==> config.mk <==
export PLATFORM = sky130hd
export DESIGN_NAME = mux4_rr_arbiter
export DESIGN_NICKNAME = d
export VERILOG_FILES = /design/src/rtl/mux4_rr_arbiter.sv
export SDC_FILE = /design/constraint.sdc
export NUM_CORES = 1
export LEC_CHECK = 0
export CAP_MARGIN = 20
export CORE_AREA = 2 2 39 41
export CTS_BUF_LIST = sky130_fd_sc_hd__clkbuf_4 sky130_fd_sc_hd__clkbuf_8
export CTS_CLUSTER_SIZE = 30
export DETAILED_ROUTE_END_ITERATION = 12
export DIE_AREA = 0 0 41 43
export MAX_ROUTING_LAYER = met4
export PLACE_DENSITY_LB_ADDON = 0.05
export SLEW_MARGIN = 20
export SYNTH_ARGS = -nofsm -noshare
export SYNTH_HDL_FRONTEND = slang
export SYNTH_SLANG_ARGS = --single-unit
==> constraint.sdc <==
create_clock -name clk -period 2.08 [get_ports clk]
set_input_delay 0.312 -clock clk [delete_from_list [all_inputs] [get_ports clk]]
set_output_delay 0.312 -clock clk [all_outputs]
set_load 0.005 [all_outputs]
==> src/rtl/mux4_rr_arbiter.sv <==
`default_nettype none
// ============================================================================
// Module   : mux4_rr_arbiter
// Brief    : Round-robin arbiter driving the select of a 4:1 mux, with a
//            registered one-hot grant and an idle cycle between owners.
//            Optional hold timeout enabled by MUX4_ARB_TIMEOUT_EN.
// Revision : 1.0 - initial release
// ============================================================================
module mux4_rr_arbiter #(
    parameter int MAX_HOLD = 8
) (
    input  logic       clk,
    input  logic       rst,
    input  logic [3:0] req,
    output logic [3:0] gnt,
    output logic [1:0] s,
    output logic       busy
);

    localparam logic [0:0] C_IDLE  = 1'b0;
    localparam logic [0:0] C_GRANT = 1'b1;

    if ((MAX_HOLD < 2) || (MAX_HOLD > 255)) begin : g_max_hold_range
        $error("mux4_rr_arbiter: MAX_HOLD must be in 2..255");
    end

    logic [0:0] state_q, state_d;
    logic [1:0] ptr_q, ptr_d;
    logic [3:0] gnt_q, gnt_d;
    logic [1:0] s_q, s_d;
    logic       busy_q, busy_d;

    logic       w_found;
    logic [1:0] w_pick;
    logic [1:0] w_cand;
    logic       w_release;

`ifdef MUX4_ARB_TIMEOUT_EN
    localparam logic [7:0] C_HOLD_LAST = 8'(MAX_HOLD - 1);

    logic [7:0] hold_q, hold_d;
    logic       w_timeout;

    // Only preempt when someone else is actually waiting.
    assign w_timeout = (hold_q == C_HOLD_LAST) && ((req & ~gnt_q) != 4'b0000);
`else
    logic       w_timeout;

    assign w_timeout = 1'b0;
`endif

    assign w_release = ~req[s_q] | w_timeout;

    // Scan downward from ptr+3 so the candidate closest to ptr wins last.
    always_comb begin
        w_found = 1'b0;
        w_pick  = ptr_q;
        w_cand  = ptr_q;
        for (int off = 3; off >= 0; off--) begin
            w_cand = ptr_q + 2'(off);
            if (req[w_cand]) begin
                w_found = 1'b1;
                w_pick  = w_cand;
            end
        end
    end

    always_ff @(posedge clk) begin
        if (rst) begin
            state_q <= C_IDLE;
            ptr_q   <= 2'b00;
            gnt_q   <= 4'b0000;
            s_q     <= 2'b00;
            busy_q  <= 1'b0;
`ifdef MUX4_ARB_TIMEOUT_EN
            hold_q  <= 8'd0;
`endif
        end else begin
            state_q <= state_d;
            ptr_q   <= ptr_d;
            gnt_q   <= gnt_d;
            s_q     <= s_d;
            busy_q  <= busy_d;
`ifdef MUX4_ARB_TIMEOUT_EN
            hold_q  <= hold_d;
`endif
        end
    end

    always_comb begin
        state_d = state_q;
        ptr_d   = ptr_q;
        case (state_q)
            C_IDLE: begin
                if (w_found) begin
                    state_d = C_GRANT;
                end
            end
            C_GRANT: begin
                if (w_release) begin
                    state_d = C_IDLE;
                    ptr_d   = s_q + 2'd1;
                end
            end
            default: state_d = C_IDLE;
        endcase
    end

`ifdef MUX4_ARB_TIMEOUT_EN
    // Counter sits at zero in IDLE so it is already clear on entry to GRANT.
    always_comb begin
        hold_d = hold_q;
        if (state_q == C_IDLE) begin
            hold_d = 8'd0;
        end else if (hold_q != C_HOLD_LAST) begin
            hold_d = hold_q + 8'd1;
        end
    end
`endif

    always_comb begin
        gnt_d  = gnt_q;
        s_d    = s_q;
        busy_d = busy_q;
        if ((state_q == C_IDLE) && w_found) begin
            gnt_d  = 4'b0001 << w_pick;
            s_d    = w_pick;
            busy_d = 1'b1;
        end else if ((state_q == C_GRANT) && w_release) begin
            gnt_d  = 4'b0000;
            busy_d = 1'b0;
        end
    end

    assign gnt  = gnt_q;
    assign s    = s_q;
    assign busy = busy_q;

endmodule
`default_nettype wire

Word level (Yosys, flattened, before mapping)
Index checks and enable logic that the tools add are counted.
Storage, ports and cells
  register bits after elaboration: 10
  bits of input ports: 6
  output and inout port bits: 7
  word-level logic and storage cells: 46
Operators by class
  add/sub/neg operators: 4
  magnitude comparators: 5
  shift-type cells: 1
  multiplexer cells: 25
  bitwise operators: 2
  reduce and logical (&&, ||, !) cells: 4
Operators by type and width (count)
  $lt 2x3->1 const B: 5
  $mux 1: 13
  $bmux 1 s2: 5
  $mux 2: 4
  $mux 4: 2
  $add 2x1->2 const B: 2
  $add 2x2->2 const B: 2
  $shl 1x2->4 const A: 1
  $logic_and 1x1->1: 2
  $not 1->1: 2
  $pmux 1 s2: 1
  $reduce_and 2->1: 1
  $reduce_bool 2->1: 1

Logic depth before layout (Yosys ltp)
Gate-level depths: netlist of run 1.
  word-level depth: 9
  mapped depth: 6

Worst setup path after synthesis of run 1
No wires, ideal clock.
  kind: register to register
  start point: register s_q[1], in the netlist s[1]
  end point: register gnt_q[1], in the netlist gnt[1]
  setup time: 0.135 ns
  arrival time: 1.310 ns
  required time: 1.945 ns
  setup slack: 0.635 ns
  stages on the path, launching flop included: 5
  buffers on the path: 0
  period minus slack after synthesis: 1.445 ns
  cells stage by stage: dfxtp_1 > mux4_2 > nor2_8 > nand3b_1 > a21oi_1
On the way
  longest elaborated chain between the ends: 5
RTL lines
  from (decl): RTL line 30  | logic [1:0] s_q, s_d;
  from (signal assigned): RTL line 73  | s_q <= 2'b00;
  from (signal assigned): RTL line 82  | s_q <= s_d;
  $bmux 1 s2: RTL line 52  | assign w_release = ~req[s_q] | w_timeout;
  $mux 1 (implied by the code): RTL line 52
  $not 1->1 (no source line)
  $logic_and 1x1->1: RTL line 129  | end else if ((state_q == C_GRANT) && w_release) begin
  $reduce_bool 2->1 (no source line)
  to (signal assigned): RTL line 81  | gnt_q <= gnt_d;
  to (decl): RTL line 29  | logic [3:0] gnt_q, gnt_d;
No other way between the ends. The select of a mux whose other input is x is not followed.
A chain may end at the register's enable or synchronous reset.

Worst setup path in the final report of run 1
  start point: input req[0]
  end point: register gnt_q[2], in the netlist gnt[2]
On the way
  longest elaborated chain between the ends: 8
RTL lines
  from (decl): RTL line 14  | input logic [3:0] req,
  $bmux 1 s2: RTL line 61  | if (req[w_cand]) begin
  $mux 1 (implied by the code): RTL line 61
  $mux 2 or $mux 1 (tied branches) (4 in a row): RTL line 61
  $shl 1x2->4 or $logic_and 1x1->1 (tied branches): RTL line 126, 125
  $mux 4 or $reduce_bool 2->1 (tied branches)
Parallel ways exist; a longest one is shown, timed or not. The select of a mux whose other input is x is not followed.

==> results of run 1 <==
-- cell type report --
| class | instances | share of cell area, % |
|---|---|---|
| multi-input cells | 61 | 50.2 |
| inverters | 3 | 1.39 |
| clock buffers | 3 | 2.77 |
| repair buffers | 16 | 18.5 |
| well taps | 16 | 2.47 |
| flip-flops and latches | 10 | 24.7 |
-- power by group --
part | internal (µW) | switching [µW]
clock | 66.6 | 61.1
sequential | 209 | 23.4
combinational | 76.2 | 71.5
-- sequential cells by signal (all words and copies together) (netlist names) --
register and flops:
gnt 4, ptr_q 2, state_q 1, busy 1
s 2
-- logic make-up (layout without fill, tap and decap cells) --
group,count (synthesis),in the layout,share of synthesized area (%)
compound gates,26,26,26.5
xor+xnor,1,1,1.32
buf+inv,11,22,8.13
flops,10,10,30.2
mux,1,1,3.40
simple gates,33,33,30.4
-- layer usage --
metal	vias to the layer above	global-route usage [%]	wire length, µm
met5	-	-	0
met1	287	27.5	702
met3	3	7.85	89
met4	0	4.00	9
li1	319	-	-
met2	19	31.6	664
-- worst min-delay path by stage --
stage / depth (start not counted) / endpoint / startpoint / slack (ps)
floorplan: 2 / state_q / state_q / 470
global placement: 2 / gnt[3] / gnt[3] / 480
detailed placement: 2 / gnt[1] / gnt[1] / 480
CTS: 2 / gnt[1] / gnt[1] / 490
global route: 2 / gnt[1] / gnt[1] / 500
finish: 2 / gnt[1] / gnt[1] / 490
-- cells in the mapped netlist (2+ instances only) --
cell type  number  area share [%]
buf_2           4             3.0
nand2b_1        3             2.8
a21oi_1         8             6.0
dfxtp_1        10              30
nor3_1          3             2.3
o21ai_0         5             3.8
nor2b_1         4             3.8
a211oi_2        2             3.8
o22ai_1         2             1.9
o211ai_1        2             2.3
clkbuf_1        3             1.7
nand3b_1        3             3.4
nor3b_1         4             4.5
nand2_1         7             4.0
nor2_2          2             1.9
nor2_1          2             1.1
inv_1           3             1.7
-- through the flow --
stage,cells,hold slack [ps],setup WS [ps],power [µW],cell area (µm²)
2_1_floorplan,82,466,635,333,662
3_3_place_gp,106,479,232,383,790
3_5_place_dp,106,484,198,384,790
4_1_cts,109,491,482,515,812
5_1_grt,109,499,297,543,812
6_report,109,487,469,508,812
-- worst max-delay path, stage by stage --
cell             delay, ps
clkdlybuf4s50_1        500
buf_4                  170
nor2b_1                250
o22ai_1                130
a21boi_0               270
o32ai_1                110
==> metrics.txt, run 1 <==
status finished clean; Max VDD drop approximately 0.34 mV; final design utilization around three fifths; Critical Path RT between 2000 and 2500 ps; Synth Register Bits 10; Worst Tran Pin Value just over 400 ps; Post-Syn Instances approximately 80; hold buffers post-CTS 0; post-CTS setup buffer count 0; Die H 43 µm; fin nets between 100 and 150; vias per cell a little under 6; placed wire-length estimate 1.06 mm; RSZ-0062 raised after global routing no; WL per Instance 13.4 µm; kind of critical path in -> reg; Horiz. Die Dim 41 µm; Root Driver clkbuf_4; HP Class reg -> reg; R2R Setup Slk 550 ps; CP Data Arrival Time 1750 ps; PortBufs 12; CP endpoint gnt[2]; Leakage ~0.00028 µW; vias in the first global route 605; Reg-to-Reg Start s[1]; Syn Area/Cell 8.07 µm²; max cap viols 0; layout cells sized above 1 between 10% and 20%; Critical Path Start Type input pin; Placer Congestion 0.794; Final Hold Vio Count 0; CTS tree yes; Multi-input gate area 408 µm²; Cell variety after synth 32; number of diodes 0; Critical Path Fanout Max 9; Core ar. 1380 µm²; Initial Util 47.8%; asr flop ratio synth 0%; f_max about 620 MHz; Die ar. 1760 µm²; Clk pin slew, worst setup/hold paths 60 ps; yosys warns 0; GR Overflow Total 0; gr usage total 21.3%; Pwr per Cell Area 625 nW/µm²; endpoints failing setup 0; ANT nets after route 0; Mapped Nets 88; Rel. slew slack 72.7%; row cnt 14; via count 628; reg2reg path depth 4; Reg2Reg Capture Point gnt[3]; Layout fillers 139; H-tree depth 1; CP startpoint req[0]; DRC Markers 0; EDFF count, synth 0; CTS Sinks 10; ys flop type dfxtp_1; Slew Limit Fails 0; sequential share of the synthesized area between 30% and 40%; Mapped Area 662 µm²; CTS Buf Count 3; total wire length 1.47 mm; Post-CTS Resized 0; most common cell after layout, fill and taps aside clkdlybuf4s50_1; DR pass1 iterations 4; DRT iter0 DRCs 8; I/O pin total 13; endpoint class of the critical path register; first-pass GRT wire length between 2 and 3 mm; initial antenna violation count 0; final setup TNS 0 ps; FF/Latch Area 200 µm²; Clock Latency Late Sink between 200 and 300 ps; minimum clock period 1610 ps; Worst Skew 1.67 ps; most frequent cells in the layout clkdlybuf4s50_1 (12), dfxtp_1 (10), a21oi_1 (8); part of the cycle the worst path needs ~77%; pin count of the biggest net entering global routing 12; Max Root-Sink Buffers 2; Area growth, synth to finish 22.7%
No activity file was read; power rests on OpenSTA's default activity.
==> inputs of run 2 (changes only) <==
==> constraint.sdc (replaced) <==
create_clock -name clk -period 1.6 [get_ports clk]
set_input_delay 0.24 -clock clk [delete_from_list [all_inputs] [get_ports clk]]
set_output_delay 0.24 -clock clk [all_outputs]
set_load 0.005 [all_outputs]
==> run 2 against run 1 <==
Compared with the run above: routed wire length increased by 5.9%; register-to-register slack lost 390 ps; sequential power grew 29%; highest routed layer is now met3; total power is 45% higher; via count grew 4.1%; global-route usage is 2.5 points higher; final area is 6.6% higher; count of clock-buffer cells in the layout rose by 1; critical endpoint is now s[1]; first-iteration DRC count up 25%; die area unchanged; combinational power up 43%; non-clock buffer count up 5.
==> metrics.txt, run 2 (same netlist as run 1, synthesis figures left out) <==
Psw 214 µW; most frequent cells in the layout clkdlybuf4s50_1 (12), dfxtp_1 (10), buf_4 (9); f_max 665 MHz; RSZ-0062 raised after global routing no; total wire length 1.55 mm; CTS tree yes; minimum clock period around 1500 ps; final design utilization 62.6%; max reg flops 4; endpoints failing setup 0; WL per Instance 13.5 µm; endpoint class of the critical path output pin; Clock Power Share 30.5%; post-CTS setup buffer count 0; I/O pin total 13; Core ar. ~1400 µm²; gr usage total 23.8%; Rel. slew slack between 70% and 80%; CP Data Arrival Time 1260 ps; DRT iter0 DRCs 10; placed wire-length estimate 1.12 mm; Critical Path RT ~1400 ps; Area growth, synth to finish 30.8%; initial antenna violation count 0; DR pass1 iterations 4; Non-Filler Instances 115; Comb pwr share between 20% and 30%; Clk pin slew, worst setup/hold paths 70 ps; PortBufs 12; ANT nets after route 0; switch share 29.1%; Critical Path Start Type register; part of the cycle the worst path needs 93.9%; vias per cell 5.69; pin count of the biggest net entering global routing 12; via count 654; Die ar. 1760 µm²; CTS Buf Count 3; Clock Latency Late Sink approximately 270 ps; DRC Markers 0; Leakage 0.000311 µW; Die H 43 µm; final setup TNS 0 ps; Worst Skew 11.1 ps; Reg power frac between 40% and 50%; fin nets 106; H-tree depth 1; Initial Util 47.8%; row cnt 14; post-route cell area 866 µm²; Placer Congestion 0.807; Worst Tran Pin Value 436 ps; Pwr per Cell Area about 850 nW/µm²; Critical Path Fanout Max 3; layout cells sized above 1 20.2%; P_int 522 µW; status finished clean; final worst slack 97.0 ps; kind of critical path reg -> out; first-pass GRT wire length 2.77 mm; Root Driver clkbuf_4; DP Area 827 µm²; HP Class reg -> reg; GR Overflow Total 0; vias in the first global route 598; Final Hold Vio Count 0; number of diodes 0; most common cell after layout, fill and taps aside clkdlybuf4s50_1; Horiz. Die Dim 41 µm; CTS Sinks 10; Setup WS pre-CTS -173 ps; Max VDD drop 0.897 mV; Max Root-Sink Buffers 2; Slew Limit Fails 0; max cap viols 0; # placed instances 111
-- run 2: cell count changes in the layout (fill, tap and decap cells not counted) --
cell / change
or2_1: -1
or2_4: +1
buf_4: +5
clkbuf_8: +1
-- run 2: worst max-delay path, stage by stage (launching register included) --
cell	delay (ps)
dfxtp_1	360
buf_4	140
clkdlybuf4s50_1	490
-- run 2: final cells by class --
type,count,area [µm²]
clock buffer,4,36.3
fill,129,518
inverter,3,11.3
multi-input combinational,61,410
sequential,10,200
tap,16,20.0
timing repair buffer,21,188
-- run 2: through the flow --
stage	hold WS, ps	total power, µW
after floorplan	441	433
after detailed placement	480	513
after global routing	537	787
after CTS	493	740
after global placement	484	511
final	484	736
-- run 2: power groups by stage --
stage	Clock [µW]	Combinational, µW	Sequential, µW
CTS	231	210	299
detailed placement	0	208	305
finish	224	211	300
global route	246	236	304
floorplan	0	141	292
global placement	0	206	305
-- run 2: timing repair --
action,CTS,global route
hold buffers,0,0
endpoints found under the setup margin,0,3
endpoints found under the hold margin,0,0
gates resized for setup,0,1
-- run 2: final timing paths --
| path | start | end | slack (ps) | cells after the start |
|---|---|---|---|---|
| setup / recovery | s[1] | s[1] | 100 | 2 |
| hold / removal | gnt[3] | gnt[3] | 480 | 2 |
| setup reg to reg | s[1] | gnt[1] | 160 | 4 |
| hold reg to reg | gnt[3] | gnt[3] | 480 | 2 |
-- run 2: layer usage --
layer | track usage (%) | wire [µm] | vias to the layer above
met1 | 34.5 | 742 | 308
met5 | - | 0 | -
li1 | - | - | 329
met3 | 9.42 | 108 | 0
met2 | 31.6 | 701 | 17
met4 | 4.00 | 0 | 0
